## config.mk

```make
export PLATFORM = sky130hd
export DESIGN_NAME = axi_st_fifo
export DESIGN_NICKNAME = d
export VERILOG_FILES = /design/src/rtl/axi_st_pkg.sv /design/src/rtl/axi_st_fifo_mem.sv /design/src/rtl/axi_st_fifo.sv
export SDC_FILE = /design/constraint.sdc
export NUM_CORES = 2
export LEC_CHECK = 0
export ABC_AREA = 1
export CORE_ASPECT_RATIO = 1.1
export CORE_MARGIN = 4
export CORE_UTILIZATION = 30
export DETAILED_ROUTE_END_ITERATION = 6
export PLACE_DENSITY = 0.44
export REMOVE_ABC_BUFFERS = 1
export SKIP_CTS_REPAIR_TIMING = 1
export SLEW_MARGIN = 20
export SYNTH_ARGS = -nofsm -noshare
export SYNTH_HDL_FRONTEND = slang
export SYNTH_SLANG_ARGS = --single-unit
```

## constraint.sdc

```tcl
create_clock -name clk -period 10.18 [get_ports clk]
set_input_delay 2.036 -clock clk [delete_from_list [all_inputs] [get_ports clk]]
set_output_delay 2.036 -clock clk [all_outputs]
set_load 0.01 [all_outputs]
```

## src/rtl/axi_st_pkg.sv

```systemverilog
// axi_st_pkg: shared widths, beat layout and helper for the AXI-Stream FIFO
package axi_st_pkg;
  localparam int DEF_DATA_W = 64;
  localparam int DEF_TID_W = 8;
  localparam int DEF_TDEST_W = 8;
  localparam int DEF_TUSER_W = 8;
  localparam int DEF_DEPTH = 16;
  typedef struct packed {
    logic [DEF_DATA_W-1:0] data;
    logic [DEF_DATA_W/8-1:0] strb;
    logic [DEF_DATA_W/8-1:0] keep;
    logic last;
    logic [DEF_TID_W-1:0] id;
    logic [DEF_TDEST_W-1:0] dest;
    logic [DEF_TUSER_W-1:0] user;
  } def_beat_t;
  function automatic int cnt_w(input int depth);
    return $clog2(depth) + 1;
  endfunction
endpackage

```

## src/rtl/axi_st_fifo_mem.sv

```systemverilog
// axi_st_fifo_mem: DEPTH x W register array, one write port, combinational read port
module axi_st_fifo_mem #(
  parameter int W = 8,
  parameter int DEPTH = 16,
  parameter int AW = $clog2(DEPTH)
) (
  input  logic          clk,
  input  logic          i_we,
  input  logic [AW-1:0] i_waddr,
  input  logic [W-1:0]  i_wdata,
  input  logic [AW-1:0] i_raddr,
  output logic [W-1:0]  o_rdata
);
  logic [W-1:0] r_mem [DEPTH];
  // store an accepted beat; contents need no reset since pointers gate visibility
  always_ff @(posedge clk) begin
    if (i_we) r_mem[i_waddr] <= i_wdata;
  end
  assign o_rdata = r_mem[i_raddr];
endmodule

```

## src/rtl/axi_st_fifo.sv

```systemverilog
// axi_st_fifo: AXI-Stream beat FIFO with registered handshakes, level and packet count
module axi_st_fifo
  import axi_st_pkg::*;
#(
  parameter int DATA_W = DEF_DATA_W,
  parameter int SYMBOL_NUM = DATA_W / 8,
  parameter int TID_W = DEF_TID_W,
  parameter int TDEST_W = DEF_TDEST_W,
  parameter int TUSER_W = DEF_TUSER_W,
  parameter int DEPTH = DEF_DEPTH,
  parameter int CNT_W = cnt_w(DEPTH)
) (
  input  logic                  clk,
  input  logic                  rst_n,
  input  logic                  s_tvalid,
  output logic                  s_tready,
  input  logic [DATA_W-1:0]     s_tdata,
  input  logic [SYMBOL_NUM-1:0] s_tstrb,
  input  logic [SYMBOL_NUM-1:0] s_tkeep,
  input  logic                  s_tlast,
  input  logic [TID_W-1:0]      s_tid,
  input  logic [TDEST_W-1:0]    s_tdest,
  input  logic [TUSER_W-1:0]    s_tuser,
  output logic                  m_tvalid,
  input  logic                  m_tready,
  output logic [DATA_W-1:0]     m_tdata,
  output logic [SYMBOL_NUM-1:0] m_tstrb,
  output logic [SYMBOL_NUM-1:0] m_tkeep,
  output logic                  m_tlast,
  output logic [TID_W-1:0]      m_tid,
  output logic [TDEST_W-1:0]    m_tdest,
  output logic [TUSER_W-1:0]    m_tuser,
  output logic [CNT_W-1:0]      level,
  output logic [CNT_W-1:0]      pkt_cnt
);
  localparam int AW = $clog2(DEPTH);
  typedef struct packed {
    logic [DATA_W-1:0] data;
    logic [SYMBOL_NUM-1:0] strb;
    logic [SYMBOL_NUM-1:0] keep;
    logic last;
    logic [TID_W-1:0] id;
    logic [TDEST_W-1:0] dest;
    logic [TUSER_W-1:0] user;
  } beat_t;
  beat_t w_wbeat, w_rbeat;
  logic [AW-1:0] r_wr_ptr, r_rd_ptr;
  logic [CNT_W-1:0] r_level, r_pkt_cnt, w_level_nxt, w_pkt_nxt;
  logic r_s_tready, r_m_tvalid, w_push, w_pop, w_pin, w_pout;
  assign w_push = s_tvalid & r_s_tready;
  assign w_pop = r_m_tvalid & m_tready;
  assign w_pin = w_push & s_tlast;
  assign w_pout = w_pop & w_rbeat.last;
  assign w_wbeat = '{data: s_tdata, strb: s_tstrb, keep: s_tkeep, last: s_tlast,
                     id: s_tid, dest: s_tdest, user: s_tuser};
  // next occupancy and packet count; a simultaneous push and pop cancel out
  always_comb begin
    w_level_nxt = (w_push & ~w_pop) ? r_level + 1'b1 : (~w_push & w_pop) ? r_level - 1'b1 : r_level;
    w_pkt_nxt = (w_pin & ~w_pout) ? r_pkt_cnt + 1'b1 : (~w_pin & w_pout) ? r_pkt_cnt - 1'b1 : r_pkt_cnt;
  end
  // pointers, counters and handshake flags; handshakes are registered from the next level
  always_ff @(posedge clk or negedge rst_n) begin
    if (!rst_n) begin
      r_wr_ptr <= '0;
      r_rd_ptr <= '0;
      r_level <= '0;
      r_pkt_cnt <= '0;
      r_s_tready <= 1'b0;
      r_m_tvalid <= 1'b0;
    end else begin
      r_wr_ptr <= w_push ? r_wr_ptr + 1'b1 : r_wr_ptr;
      r_rd_ptr <= w_pop ? r_rd_ptr + 1'b1 : r_rd_ptr;
      r_level <= w_level_nxt;
      r_pkt_cnt <= w_pkt_nxt;
      r_s_tready <= w_level_nxt != CNT_W'(DEPTH);
      r_m_tvalid <= w_level_nxt != '0;
    end
  end
  axi_st_fifo_mem #(.W($bits(beat_t)), .DEPTH(DEPTH), .AW(AW)) u_mem (
    .clk    (clk),
    .i_we   (w_push),
    .i_waddr(r_wr_ptr),
    .i_wdata(w_wbeat),
    .i_raddr(r_rd_ptr),
    .o_rdata(w_rbeat)
  );
  assign s_tready = r_s_tready;
  assign m_tvalid = r_m_tvalid;
  assign level = r_level;
  assign pkt_cnt = r_pkt_cnt;
  assign m_tdata = w_rbeat.data;
  assign m_tstrb = w_rbeat.strb;
  assign m_tkeep = w_rbeat.keep;
  assign m_tlast = w_rbeat.last;
  assign m_tid = w_rbeat.id;
  assign m_tdest = w_rbeat.dest;
  assign m_tuser = w_rbeat.user;
endmodule
```

* Word-level counts from Yosys, hierarchy flattened *
Memories as Yosys holds them, arrays and structs flattened.
Cells that the tools add are included.
Widths: inputs -> output; s select.

storage, ports and cells
  register bits after elaboration = 20
  bits in writable memories = 1680
  memories = 1

operators by class
  add/subtract/negate cells = 6
  equal/unequal tests = 1
  mux-type cells = 6
  bitwise gates (word level) = 12
  reductions and logical operators = 2

memory list
  name         words  bits a word  rd ports  clocked after memory_dff  write ports  line                   text
  u_mem.r_mem  16     105          1         0                         1            axi_st_fifo_mem.sv:14  logic [W-1:0] r_mem [DEPTH];

operator list
  cell                 count
  $mux 5               4
  $add 5x1->5 const B  2
  $sub 5x1->5 const B  2
  $add 4x1->4 const B  2
  $and 1x1->1          8
  $ne 5x5->1 const B   1
  $reduce_bool 5->1    1
  $not 1->1            4
  $mux 1               2
  $reduce_bool 2->1    1

* Logic depth before layout (Yosys ltp) *
  depth after elaboration = 6
  mapped depth = 21
  mapped depth without buffers = 17

* Modules after synthesis *
Synthesis repeated with hierarchy kept, for this count alone.

second synthesis, totals
  cells, all modules = 6914
  area total of the unflattened synthesis = 72956.2 sq um

by module, submodules not included
  module           times used  cells each  area an instance (sq um)  sequential area each (sq um)
  axi_st_fifo_mem  1           6785        71805.1                   50448.4
  axi_st_fifo      1           129         1151.1                    500.5

* Worst setup path before layout *
Ideal clock, no wire load.

  kind = input to register
  start = in s_tvalid
  end = mem u_mem.r_mem[11][0] (netlist name) (enable)
  library setup time = 697 ps
  arrival time = 9327 ps
  required time = 9483 ps
  setup slack = 155 ps
  stages on the path = 2
  path buffers = 0
  cell sequence = nand2_2 nor3_1

between the ends
  longest elaborated chain between the ends = 3

RTL lines
  what                          line                   text
  start, declared               axi_st_fifo.sv:15      input logic s_tvalid,
  $and 1x1->1                   axi_st_fifo.sv:50      assign w_push = s_tvalid & r_s_tready;
  $mux 1                        axi_st_fifo_mem.sv:17  if (i_we) r_mem[i_waddr] <= i_wdata;
  $mux 1 (implied by the code)  axi_st_fifo_mem.sv:17
  end, declared                 axi_st_fifo_mem.sv:14

Every way passes these cells.

* Worst setup path in the final report *
  start = reg r_rd_ptr[0]
  end = out m_tkeep[0]

between the ends
  longest elaborated chain between the ends = 1

RTL lines
  what                    line               text
  start, declared         axi_st_fifo.sv:47  logic [AW-1:0] r_wr_ptr, r_rd_ptr;
  start signal, assigned  axi_st_fifo.sv:72  r_rd_ptr <= w_pop ? r_rd_ptr + 1'b1 : r_rd_ptr;
  $mem_v2 16x105          -
  end, declared           axi_st_fifo.sv:28  output logic [SYMBOL_NUM-1:0] m_tkeep,

Every way passes these cells.

==> results.md <==
- Outcome: finished, final reports clean
- Port Buffers: approximately 230
- Crit-path max FO: 196
- Die Y: 505 µm
- Ratio of cells with drive above 1 in the final layout: 6.03%
- Final worst setup slack: ~3.1 ns
- Final Cycle Share: a little over two thirds
- RSZ-0062 raised after global routing: false
- Post-Route WL: 196000 µm
- Hold Path Class: reg2reg
- Global Route Usage Sum: 16.5%
- Die width: 460 µm
- Complex-gate fraction of the synthesized area: 12.3%
- Pwr dens: slightly below 300 nW/µm²
- Largest net degree at the start of global routing: about 240
- Total CTS buffers: 186
- Unique masters post-synth: 28
- Vias in the first global route: roughly 41000
- Via count: roughly 40000
- Remaining DRCs: 0
- CTS tree: yes
- Fillcell total: roughly 22000
- Place WS: about 3.8 ns
- Clock Tree Buf Depth: 3
- Global-route met2 utilization: between 20% and 30%
- Flop pwr share: 38.1%
- I/O Pins: around 230
- Post-Synth Simple-Gate Area: 7.71%
- Grt met3 use: 2.83%
- Tot Pwr: approximately 23 mW
- CTS H-tree lvls: 4
- Critical Path AT: about 5 ns
- Final worst path period need: between 7 and 8 ns
- Initial antenna violation count: 34
- Area Overhead vs Synth: 15.9%
- Final setup violation count: 0
- Clock Skews: about 0.031 ns
- Seq cells post-synth: 1700
- Synth Area in Adders: less than 1%
- CP Launch Type: flop
- Seq/Total Area, Yosys: between 70% and 80%
- Root Driver: clkbuf_16
- Initial Utilization: 30.1%
- Fmax: roughly 140 MHz
- Switching power: between 8 and 9 mW
- Final slew viol count: 0
- Cells after synthesis: roughly 5000
- Die area: between 200000 and 250000 µm²
- Fin nets: about 5300
- Fin area: 78000 µm²
- Syn Area/Cell: 13.3 µm²
- Post-synthesis xor/xnor area fraction: less than 1%
- Crit Path Category: reg2out
- Most Crowded Layer GR: met2
- Syn. warnings: 0
- Leakage dissipation: 24.9 nW
- Worst slew pin tran: between 1 and 1.5 ns
- Most common cell after layout, fill and taps aside: edfxtp_1
- Synth area leaders: edfxtp_1, o21ai_0, nor2_1
- Fin. Hold Viols: 0
- Hold_ws: roughly 0.53 ns
- Reg clk slew, reported paths: about 0.06 ns
- Switching part of the total: roughly 37%
- Clock Latency Late Sink: around 0.80 ns
- Internal Power: about 15 mW
- Post-synth top area cell: edfxtp_1
- DRT iter0 DRCs: 3488
- Post-synthesis mux area share: 0%
- Nature of the critical path endpoint: primary output
- Total gr overflow: 0
- CP required: about 8.1 ns
- Combinational power share: approximately 34%
- Commonest non-fill, non-tap cells in the layout: edfxtp_1, nor2_1, o21ai_0
- RePlAce Congestion: a little under 0.7
- Vias per inst: 4.92
- Clk sink count: 1700
- Core ar.: 223000 µm²
- Detailed-router iteration count before antenna repair: 7
- Area after DPL: just over 70000 µm²
- Clk pwr share: roughly 28%
- Met1 Resource Use GR: 23.6%
- Global-route wire length before repair: ~290000 µm
- Placement Rows: ~180
- Routed wire length per instance: 23.6 µm
- Max-cap check violation count: 0
- Post-route ant nets: 0
- Post-DP HPWL: 89300 µm
- Slew headroom: 21.3%
- Mapped cell area: a little under 70000 µm²
- Maximum VDD drop: a little under 0.3 mV
- Yosys top cell area share: approximately 75%
- Largest family of logic cells by synthesized area: compound AO/OA/AOI/OAI gates
## per-layer routing
| metal | vias up | share of wire [%] |
|---|---|---|
| met2 | 915 | 46 |
| met4 | 20 | 1.9 |
| met5 | - | 0.061 |
| met1 | 20700 | 47 |
| met3 | 265 | 4.7 |
| li1 | 18900 | - |
## power groups by stage
stage / registers, mW / clock network [mW] / logic (mW)
6_report: 8.74 / 6.33 / 7.86
5_1_grt: 8.79 / 6.80 / 8.76
4_1_cts: 8.74 / 6.52 / 8.10
3_3_place_gp: 8.88 / 0 / 8.08
2_1_floorplan: 9.43 / 0 / 4.39
3_5_place_dp: 8.89 / 0 / 8.07
## worst paths after layout
path	start	endpoint	slack (ns)	cells past startpoint
worst max-delay path	r_rd_ptr[0]$_DFFE_PN0N_	m_tkeep[0]	3.11	8
worst min-delay path	pkt_cnt[2]$_DFFE_PN0P_	pkt_cnt[2]$_DFFE_PN0P_	0.53	2
worst max register to register	r_rd_ptr[3]$_DFFE_PN0N_	pkt_cnt[4]$_DFFE_PN0P_	5.79	14
worst min register to register	pkt_cnt[2]$_DFFE_PN0P_	pkt_cnt[2]$_DFFE_PN0P_	0.53	2
max in group asynchronous	rst_n	r_rd_ptr[3]$_DFFE_PN0N_	8.51	1
min in group asynchronous	rst_n	pkt_cnt[1]$_DFFE_PN0P_	1.23	1
## through the flow
step                      utilization (%)  instances  setup TNS, ns
after floorplan                         -       4692       -1631.50
after global placement               32.4       7924              0
after detailed placement             32.4       7926              0
after CTS                            34.9       8264              0
after global routing                 34.9       8267              0
final                                34.9       8273              0
## registers in the layout, indices dropped and copies added (netlist names)
register / flops
u_mem.r_mem: 1680
level: 5
pkt_cnt: 5
r_rd_ptr: 4
r_wr_ptr: 4
m_tvalid: 1
s_tready: 1
## synth_stat cells, drive strengths merged
library cell and number:
or2 1, o211ai 418, nor3 2, a21oi 191
xor2 11, xnor2 1, clkbuf 203, nand3 223
nand4 4, nand2 173, inv 212, nor2 901
fa 1, ha 11, dfrtp 20, clkinv 1
buf 147, o21ai 842, edfxtp 1680
## area by class of cell
class / instances / area, µm² / area share [%]
antenna: 9 / 22.5 / 0.0289
clock buffer: 244 / 4960 / 6.36
clock inverter: 94 / 646 / 0.828
inverter: 213 / 841 / 1.08
multi-input combinational: 2779 / 13900 / 17.8
sequential: 1700 / 51000 / 65.4
tap: 2944 / 3680 / 4.72
timing repair buffer: 290 / 2980 / 3.82
## kinds of logic after synthesis
family,Yosys count
flops,1700
fa+ha+maj,12
simple gates,1304
xor+xnor,12
buf+inv,563
compound gates,1451
## worst max-delay path, cell delays in order, from the launching register on
cell and delay [ns]:
dfrtp_4 0.75, buf_12 0.55, buf_4 0.66, buf_4 0.77, o21ai_0 0.21, o211ai_1 0.21
nand3_1 0.10, nand2_1 0.19, clkdlybuf4s50_1 0.57
No activity file was read; power rests on OpenSTA's default activity.
